`src/rtl/skip_decode.sv`:
```
// skip_decode
//   Receive side of the skip-ring clock generator. Samples the reference
//   clock, the skipped clock and the slot-0 strobe on iCLK. Frames one slot per
//   reference edge and rebuilds the LEN-bit skip mask. Tracks lock and counts
//   framing errors and loss-of-clock timeouts.
//
// Ports
//   iCLK     system clock, all logic on its rising edge
//   iRST_N   asynchronous active-low reset
//   iE       enable; low forces HUNT and freezes counters and outputs
//   iREF     reference clock (asynchronous)
//   iSCLK    skipped clock (asynchronous)
//   iST      slot-0 strobe (asynchronous)
//   iMASK    expected mask, sampled only when a frame completes
//   oMASK    last complete recovered mask, bit k = slot k
//   oVALID   one-cycle pulse when oMASK updates
//   oMATCH   oMASK == iMASK, captured with oVALID
//   oLOCK    high while in LOCKED
//   oERR     one-cycle pulse per framing error or timeout
//   oERRCNT  saturating count of framing errors plus timeouts
module skip_decode #(
    parameter int LEN     = 16,
    parameter int TIMEOUT = 67108864,
    parameter int ERRW    = 8
) (
    input  logic            iCLK,
    input  logic            iRST_N,
    input  logic            iE,
    input  logic            iREF,
    input  logic            iSCLK,
    input  logic            iST,
    input  logic [LEN-1:0]  iMASK,
    output logic [LEN-1:0]  oMASK,
    output logic            oVALID,
    output logic            oMATCH,
    output logic            oLOCK,
    output logic            oERR,
    output logic [ERRW-1:0] oERRCNT
);

    localparam int IDXW = $clog2(LEN + 1);
    localparam int BITW = (LEN > 1) ? $clog2(LEN) : 1;
    localparam int TW   = $clog2(TIMEOUT + 1);
    localparam logic [IDXW-1:0] IDX_FULL = IDXW'(LEN);
    localparam logic [TW-1:0]   T_MAX    = TW'(TIMEOUT);

    typedef enum logic [1:0] {HUNT, SYNC, LOCKED} state_t;

    state_t          state, state_n;
    logic            ref_p0, ref_p1, ref_p2;
    logic            sclk_p0, sclk_p1, sclk_p2;
    logic            st_p0, st_p1;
    logic            ref_e, sclk_e, st_sync;
    logic            pulse_seen, pulse_n;
    logic            st_seen, stf_n;
    logic            slot_open, open_n;
    logic [IDXW-1:0] idx, idx_n;
    logic [LEN-1:0]  sr, sr_n;
    logic [TW-1:0]   tcnt, tcnt_n;
    logic            done_c, err_c;

    function automatic logic [ERRW-1:0] sat_inc(input logic [ERRW-1:0] v);
        return (&v) ? v : v + ERRW'(1);
    endfunction

    // Stage p0/p1: two-flop synchronizers; stage p2: edge-detect history
    assign ref_e   = ref_p1 & ~ref_p2;
    assign sclk_e  = sclk_p1 & ~sclk_p2;
    assign st_sync = st_p1;

    always_ff @(posedge iCLK or negedge iRST_N) begin
        if (!iRST_N) begin
            state <= HUNT;
        end else begin
            state <= state_n;
        end
    end

    always_comb begin
        state_n = state;
        idx_n   = idx;
        sr_n    = sr;
        pulse_n = pulse_seen;
        stf_n   = st_seen;
        open_n  = slot_open;
        tcnt_n  = tcnt;
        done_c  = 1'b0;
        err_c   = 1'b0;
        if (!iE) begin
            state_n = HUNT;
            idx_n   = '0;
            pulse_n = 1'b0;
            stf_n   = 1'b0;
            open_n  = 1'b0;
            tcnt_n  = '0;
        end else if (ref_e) begin
            tcnt_n  = '0;
            // Activity coincident with the reference edge belongs to the new slot
            pulse_n = sclk_e;
            stf_n   = st_sync;
            open_n  = 1'b1;
            // The first edge after HUNT entry only opens a slot; there is
            // nothing framed yet to close
            if (slot_open) begin
                if (state == HUNT) begin
                    if (st_seen) begin
                        sr_n    = '0;
                        sr_n[0] = pulse_seen;
                        idx_n   = IDXW'(1);
                        state_n = SYNC;
                    end
                end else if (st_seen) begin
                    if (idx == IDX_FULL) begin
                        done_c  = 1'b1;
                        state_n = LOCKED;
                    end else begin
                        err_c   = 1'b1;
                        state_n = SYNC;
                    end
                    sr_n    = '0;
                    sr_n[0] = pulse_seen;
                    idx_n   = IDXW'(1);
                end else if (idx != IDX_FULL) begin
                    sr_n[idx[BITW-1:0]] = pulse_seen;
                    idx_n = idx + IDXW'(1);
                end else begin
                    // Strobe missing where slot 0 should be: framing lost
                    err_c   = 1'b1;
                    state_n = HUNT;
                    open_n  = 1'b0;
                    idx_n   = '0;
                end
            end
        end else begin
            pulse_n = pulse_seen | sclk_e;
            stf_n   = st_seen | st_sync;
            // Counter parks at T_MAX so a lost clock reports only once
            if (tcnt != T_MAX) begin
                tcnt_n = tcnt + TW'(1);
            end else if (state != HUNT) begin
                err_c   = 1'b1;
                state_n = HUNT;
                open_n  = 1'b0;
                idx_n   = '0;
            end
        end
    end

    always_ff @(posedge iCLK or negedge iRST_N) begin
        if (!iRST_N) begin
            ref_p0     <= 1'b0;
            ref_p1     <= 1'b0;
            ref_p2     <= 1'b0;
            sclk_p0    <= 1'b0;
            sclk_p1    <= 1'b0;
            sclk_p2    <= 1'b0;
            st_p0      <= 1'b0;
            st_p1      <= 1'b0;
            pulse_seen <= 1'b0;
            st_seen    <= 1'b0;
            slot_open  <= 1'b0;
            idx        <= '0;
            sr         <= '0;
            tcnt       <= '0;
            oMASK      <= '0;
            oVALID     <= 1'b0;
            oMATCH     <= 1'b0;
            oERR       <= 1'b0;
            oERRCNT    <= '0;
        end else begin
            ref_p0     <= iREF;
            ref_p1     <= ref_p0;
            ref_p2     <= ref_p1;
            sclk_p0    <= iSCLK;
            sclk_p1    <= sclk_p0;
            sclk_p2    <= sclk_p1;
            st_p0      <= iST;
            st_p1      <= st_p0;
            pulse_seen <= pulse_n;
            st_seen    <= stf_n;
            slot_open  <= open_n;
            idx        <= idx_n;
            sr         <= sr_n;
            tcnt       <= tcnt_n;
            // Output stage: registered one cycle after the closing edge
            oVALID     <= done_c;
            oERR       <= err_c;
            if (done_c) begin
                oMASK  <= sr;
                oMATCH <= (sr == iMASK);
            end
            if (err_c) begin
                oERRCNT <= sat_inc(oERRCNT);
            end
        end
    end

    assign oLOCK = (state == LOCKED);

endmodule

```
`config.mk`:
```
export PLATFORM = sky130hd
export DESIGN_NAME = skip_decode
export DESIGN_NICKNAME = d
export VERILOG_FILES = /design/src/rtl/skip_decode.sv
export SDC_FILE = /design/constraint.sdc
export NUM_CORES = 1
export LEC_CHECK = 0
export CAP_MARGIN = 20
export CORE_MARGIN = 1.5
export CORE_UTILIZATION = 56
export DETAILED_ROUTE_END_ITERATION = 10
export PLACE_DENSITY_LB_ADDON = 0.05
export SLEW_MARGIN = 20
export SYNTH_ARGS = -nofsm -noshare
export SYNTH_HDL_FRONTEND = slang
export SYNTH_SLANG_ARGS = --single-unit
export TNS_END_PERCENT = 100
```
`constraint.sdc`:
```
create_clock -name iCLK -period 2.55 [get_ports iCLK]
set_input_delay 0.51 -clock iCLK [delete_from_list [all_inputs] [get_ports iCLK]]
set_output_delay 0.51 -clock iCLK [all_outputs]
set_load 0.05 [all_outputs]
```
## After elaboration in Yosys (flattened, before gate mapping)

Index checks and enable logic that the tools add are counted.

- $add $sub $neg: 3
- Reductions and logical operators: 10
- Multiplexer cells: 56
- Equality and inequality tests: 12
- Bitwise gates (word level): 7
- $lt $le $gt $ge: 2

Operators by type and width:

| kind | count |
|---|---|
| $mux W27 | 3 |
| $mux W16 | 4 |
| $mux W5 | 9 |
| $mux W1 | 28 |
| $add A27 B1 Y27 const B | 1 |
| $ne A27 B27 Y1 const B | 1 |
| $mux W2 | 10 |
| $bwmux W16 | 1 |
| $eq A16 B16 Y1 | 1 |
| $reduce_and A5 Y1 | 2 |
| $add A8 B1 Y8 const B | 1 |
| $ne A4 B4 Y1 const B | 2 |
| $reduce_and A8 Y1 | 1 |
| $ne A3 B1 Y1 const B | 2 |
| $add A5 B1 Y5 const B | 1 |
| $eq A5 B5 Y1 const B | 1 |
| $lt A4 B5 Y1 const B | 1 |
| $ne A5 B5 Y1 const B | 1 |
| $demux W1 S4 | 1 |
| $ge A4 B1 Y1 const B | 1 |
| $reduce_and A2 Y1 | 2 |
| $reduce_and A4 Y1 | 1 |
| $reduce_bool A2 Y1 | 2 |
| $ne A3 B2 Y1 const B | 1 |
| 8 further kinds | 12 |

- Register bits after elaboration: 88
- Logic and storage cells: 110

## Logic depth before layout (Yosys ltp)

- Depth in word-level cells: 8
- Mapped depth: 9

## Worst setup path before layout

No wires, ideal clock.

- Path type: reg2reg
- Start: reg idx[0]
- End: reg oMASK[0]
- Stages on the path, launching flop included: 8
- Data required time: 2.425 ns
- Path buffers: 1
- Clock period less this slack: 2.253 ns
- Data arrival time: 2.128 ns
- Slack: 0.297 ns
- Cell sequence: dfrtp_1 inv_1 ha_1 and4bb_1 inv_2 nor4_4 buf_6 mux2_2

- Word-level cells in the longest chain between the ends: 7

Ends and longest elaborated chain:

| element | RTL line | source |
|---|---|---|
| from (decl) | 57 | `logic [IDXW-1:0] idx, idx_n;` |
| from (signal assigned) | 182 | `idx <= idx_n;` |
| $eq A5 B5 Y1 | 113 | `if (idx == IDX_FULL) begin` |
| $mux W1 | 113 |  |
| $mux W1 | 112 | `end else if (st_seen) begin` |
| $mux W1 | 105 | `if (state == HUNT) begin` |
| $mux W1 | 104 | `if (slot_open) begin` |
| $mux W1 | 96 | `end else if (ref_e) begin` |
| $mux W1 | 89 | `if (!iE) begin` |
| net done_c | 60 | `logic done_c, err_c;` |
| to (signal assigned) | 189 | `oMASK <= sr;` |
| to (decl) | 33 | `output logic [LEN-1:0] oMASK,` |

The timed path passes the listed nets, and every way through them passes these cells.
A chain may end at the register's enable or synchronous reset.

## Worst setup path after layout

- Start: reg idx[0]
- End: reg oERRCNT[7]

- Word-level cells in the longest chain between the ends: 8
- Elaborated cells between the ends (all ways): 10
- Those cells by class: eq/ne: 2; mux: 7; reduce/logical: 1

Ends and longest elaborated chain:

| element | RTL line | source |
|---|---|---|
| $ne A5 B5 Y1 / $eq A5 B5 Y1 (equally long branches) | 123, 113 |  |
| $mux W1 (on tied branches) | 123, 113 |  |
| $mux W1 * | 112 |  |
| $mux W1 * | 105 |  |
| $mux W1 * | 104 |  |
| $mux W1 * | 96 |  |
| $mux W1 * | 89 |  |
| $reduce_and A2 Y1 (no line) * | -- |  |
| to (signal assigned) | 193 | `oERRCNT <= sat_inc(oERRCNT);` |
| to (decl) | 38 | `output logic [ERRW-1:0] oERRCNT` |

Every way passes the cells marked *; elsewhere a longest branch is shown, timed or not.

==> insert_results.sql <==
INSERT INTO impl_metrics (metric_group, metric, value, unit) VALUES
('final_layout', 'layout-drive-gt1-share', '12.0', '%'),
('place', 'place.port_buffers', '49', ''),
('setup_path', 'worst_ep_required_time', '2.78', 'ns'),
('pwr', 'p_per_area', '521', 'nW/um2'),
('sta', 'final_max_slew_viol_count', '0', ''),
('cts', 'cts-resized-gates', '0', ''),
('cts', 'cts.sink_count', '88', ''),
('place', 'dp_worst_setup_slack', '0.195', 'ns'),
('place', 'placed_cells_incl_taps', '550', ''),
('pwr', 'ir_worst_vdd', '0.313', 'mV'),
('sta', 'period_share', '90.8', '%'),
('logic_synthesis', 'synth.lib_cells_used.distinct', '45', ''),
('logic_synthesis', 'postSynthRegisterBits', '88', ''),
('logic_synthesis', 'synth_async_sr_flop_share', '100', '%'),
('cts', 'clock_path_buffers', '2', ''),
('logic_synthesis', 'netlist_instances', '399', ''),
('place', 'dpl.hpwl', '6.36', 'mm'),
('final_layout', 'antennaDiodeCount', '0', ''),
('cts', 'cts_hold_repair.buffers', '0', ''),
('sta', 'max_slew_margin', '53.4', '%'),
('place', 'globalplace.congestion', '0.857', ''),
('setup_path', 'critPathLaunchType', 'flop', ''),
('global_routing', 'grt_first_pass_wirelength', '15.4', 'mm'),
('setup_path', 'worstPathArrival', '2.55', 'ns'),
('global_routing', 'groute.usage.overall', '23.6', '%'),
('sta', 'hold_violation_count_in_the_final_report', '0', ''),
('pwr', 'report.power.total', '2.68', 'mW'),
('global_routing', 'first_global_vias', '3191', ''),
('die', 'initial_core_util', '58.2', '%'),
('global_routing', 'overflow', '0', ''),
('die', 'design.portCount', '50', ''),
('sta', 'tns_setup', '0', 'ns'),
('setup_path', 'worst_setup_path_startpoint', 'idx[0]', ''),
('final_layout', 'number_of_fill_cells_in_the_layout', '567', ''),
('cts', 'number_of_buffers_inserted_to_repair_setup_after_cts', '0', ''),
('logic_synthesis', 'syn_area', '4240', 'um2'),
('final_layout', 'nets', '493', ''),
('hold_path', 'worst_min_delay_path_class', 'input port to asynchronous set/reset pin', ''),
('logic_synthesis', 'top_flip_flop_cell_by_instance_count_after_synthesis', 'dfrtp_1', ''),
('logic_synthesis', 'yosys_warnings', '0', ''),
('run', 'cap_violations', '0', ''),
('cts', 'cts_root_buffer', 'clkbuf_8', ''),
('die', 'die_width', '90.0', 'um'),
('detailed_routing', 'num_vias', '3200', ''),
('die', 'fp.dieArea', '8110', 'um2'),
('sta', 'period_minus_slack', '2.32', 'ns'),
('setup_path', 'crit_type', 'flop to flop', ''),
('detailed_routing', 'vias_per_cell', '5.65', ''),
('place', 'postPlaceCellArea', '4910', 'um2'),
('sta', 'post-route-worst-setup-slack', '0.234', 'ns'),
('detailed_routing', 'wl_per_cell', '15.8', 'um'),
('detailed_routing', 'drt_pass1_iterations', '4', ''),
('cts', 'cts_inserted_buffers', '9', ''),
('setup_path', 'timing.critical_path.fanout_max', '8', ''),
('die', 'design.core.area', '7290', 'um2'),
('setup_path', 'crit_path_end_kind', 'flop', ''),
('sta', 'grt_setup_unrepaired', 'false', ''),
('global_routing', 'grt_antenna_before_repair', '0', ''),
('final_layout', 'area_growth', '21.4', '%'),
('cts', 'clock_tree.htree_level_count', '3', ''),
('cts', 'worst_skew_pair.late_latency', '0.35', 'ns'),
('sta', 'slew_worst_pin', '0.691', 'ns'),
('detailed_routing', 'drc', '0', ''),
('detailed_routing', 'wl', '8.95', 'mm'),
('setup_path', 'reg2reg_from', 'idx[0]', ''),
('logic_synthesis', 'ys_seq_area_share', '51.9', '%'),
('global_routing', 'grt_max_degree', '47', ''),
('sta', 'clock.fmax', '432', 'MHz'),
('sta', 'setup_viol_count_final', '0', ''),
('logic_synthesis', 'mappedNetlistNets', '430', ''),
('logic_synthesis', 'syn-mean-instance-area', '10.6', 'um2'),
('detailed_routing', 'ant_nets', '0', ''),
('status', 'status', 'finished clean', ''),
('die', 'die_y', '90.0', 'um'),
('detailed_routing', 'drt_iter0_drc', '247', ''),
('cts', 'cts.reportedPaths.clkPinSlew', '0.09', 'ns'),
('final_layout', 'final_area', '5150', 'um2'),
('sta', 'fin_skew', '0.0102', 'ns'),
('cts', 'tritoncts', 'built', ''),
('pwr', 'power_leakage', '2.25', 'nW'),
('logic_synthesis', 'synth_edf_count', '0', ''),
('final_layout', 'filler_free_cell_count_of_the_finished_design', '566', ''),
('die', 'placementRows', '31', '');
[cells in the mapped netlist, types with 2 or more instances]
| master | number | area share [%] |
|---|---|---|
| nand3_1 | 18 | 2.1 |
| a31oi_1 | 4 | 0.59 |
| ha_1 | 9 | 2.7 |
| xnor2_1 | 23 | 4.7 |
| and3_1 | 4 | 0.59 |
| mux2_2 | 19 | 5.0 |
| nand4_1 | 16 | 2.4 |
| nand2_1 | 20 | 1.8 |
| o21ai_0 | 39 | 4.6 |
| o31ai_1 | 2 | 0.35 |
| dfrtp_1 | 88 | 52 |
| nand2b_1 | 4 | 0.59 |
| o41ai_1 | 3 | 0.62 |
| xor2_1 | 25 | 5.2 |
| and4_1 | 3 | 0.62 |
| or2_2 | 2 | 0.29 |
| nor3_1 | 5 | 0.59 |
| nor4_1 | 6 | 0.89 |
| nor4b_1 | 2 | 0.41 |
| inv_1 | 11 | 0.97 |
| clkbuf_1 | 6 | 0.53 |
| nor2b_1 | 8 | 1.2 |
| nor2_1 | 42 | 3.7 |
| a21oi_1 | 15 | 1.8 |
| o31a_1 | 2 | 0.41 |
| nor4b_2 | 2 | 0.71 |
| buf_1 | 2 | 0.18 |
| nor4_2 | 2 | 0.59 |
[layout make-up]
| class | instances | area (um2) | area share (%) |
|---|---|---|---|
| Sequential cell | 88 | 2200 | 42.7 |
| Inverter | 12 | 45.0 | 0.874 |
| Tap cell | 99 | 124 | 2.40 |
| Timing Repair Buffer | 61 | 591 | 11.5 |
| Multi-Input combinational cell | 290 | 1950 | 37.9 |
| Clock buffer | 11 | 131 | 2.55 |
| Clock inverter | 5 | 105 | 2.04 |
[sequential cells by signal (all words and copies together) (netlist names), 2 cells and up]
name     flops
idx          5
sr          16
oMASK       16
tcnt        27
oERRCNT      8
state        2
[worst max-delay path, stage by stage (launching register included)]
cell      delay [ns]
dfrtp_1         0.45
inv_1           0.13
ha_1            0.17
and4bb_1        0.28
inv_2           0.09
ha_1            0.28
nand2_1         0.06
o31a_4          0.15
nor4b_2         0.24
mux2_1          0.34
[worst paths after layout]
kind / depth (start not counted) / endpoint / slack (ns)
worst max-delay path: 9 / oERRCNT[7] / 0.23
worst min-delay path: 1 / oMASK[14] / 0.15
max in group asynchronous: 2 / tcnt[15] / 1.74
worst min register to register: 0 / st_p1 / 0.36
worst max register to register: 9 / oERRCNT[7] / 0.23
min in group iCLK: 0 / st_p1 / 0.36
[where the power goes]
part | total (mW) | leakage (nW) | switching (mW) | internal [mW]
logic | 0.134 | 0.945 | 0.0741 | 0.0601
clock network | 1.13 | 0.110 | 0.474 | 0.652
registers | 1.42 | 1.20 | 0.0137 | 1.41
[per-layer routing]
metal	vias to the layer above	wire [um]	global-route usage, %
met4	0	78	8.07
met5	-	0	0
met3	7	416	4.06
met1	1571	4250	34.0
li1	1538	-	-
met2	84	4200	36.5
[cells in the final DEF (no fill, tap or decap), drive strengths merged, types with 11 or more instances in the layout]
master	count
inv	12
buf	13
nand4	16
mux2	20
dfrtp	88
a21oi	15
o21ai	39
nand2	20
xor2	25
xnor2	23
clkdlybuf4s50	48
nor2	42
nand3	18
clkbuf	11
[stage by stage]
step / utilization [%] / hold slack (ns)
2_1_floorplan: - / 0.214
3_3_place_gp: 67.4 / 0.337
3_5_place_dp: 67.4 / 0.340
4_1_cts: 70.6 / 0.165
5_1_grt: 70.6 / 0.192
6_report: 70.6 / 0.149
[cell families (layout without fill, tap and decap cells)]
kind of cell	Yosys count	count (layout)	synth area share, %
adder cells (fa/ha/maj)	9	9	2.65
AND/OR/NAND/NOR	142	142	18.4
multiplexers	21	21	5.55
buffers and inverters	21	89	2.04
flip-flops	88	88	51.9
AO/OA/AOI/OAI	70	70	9.53
XOR/XNOR	48	48	9.91
(Power assumes the default switching activity.)
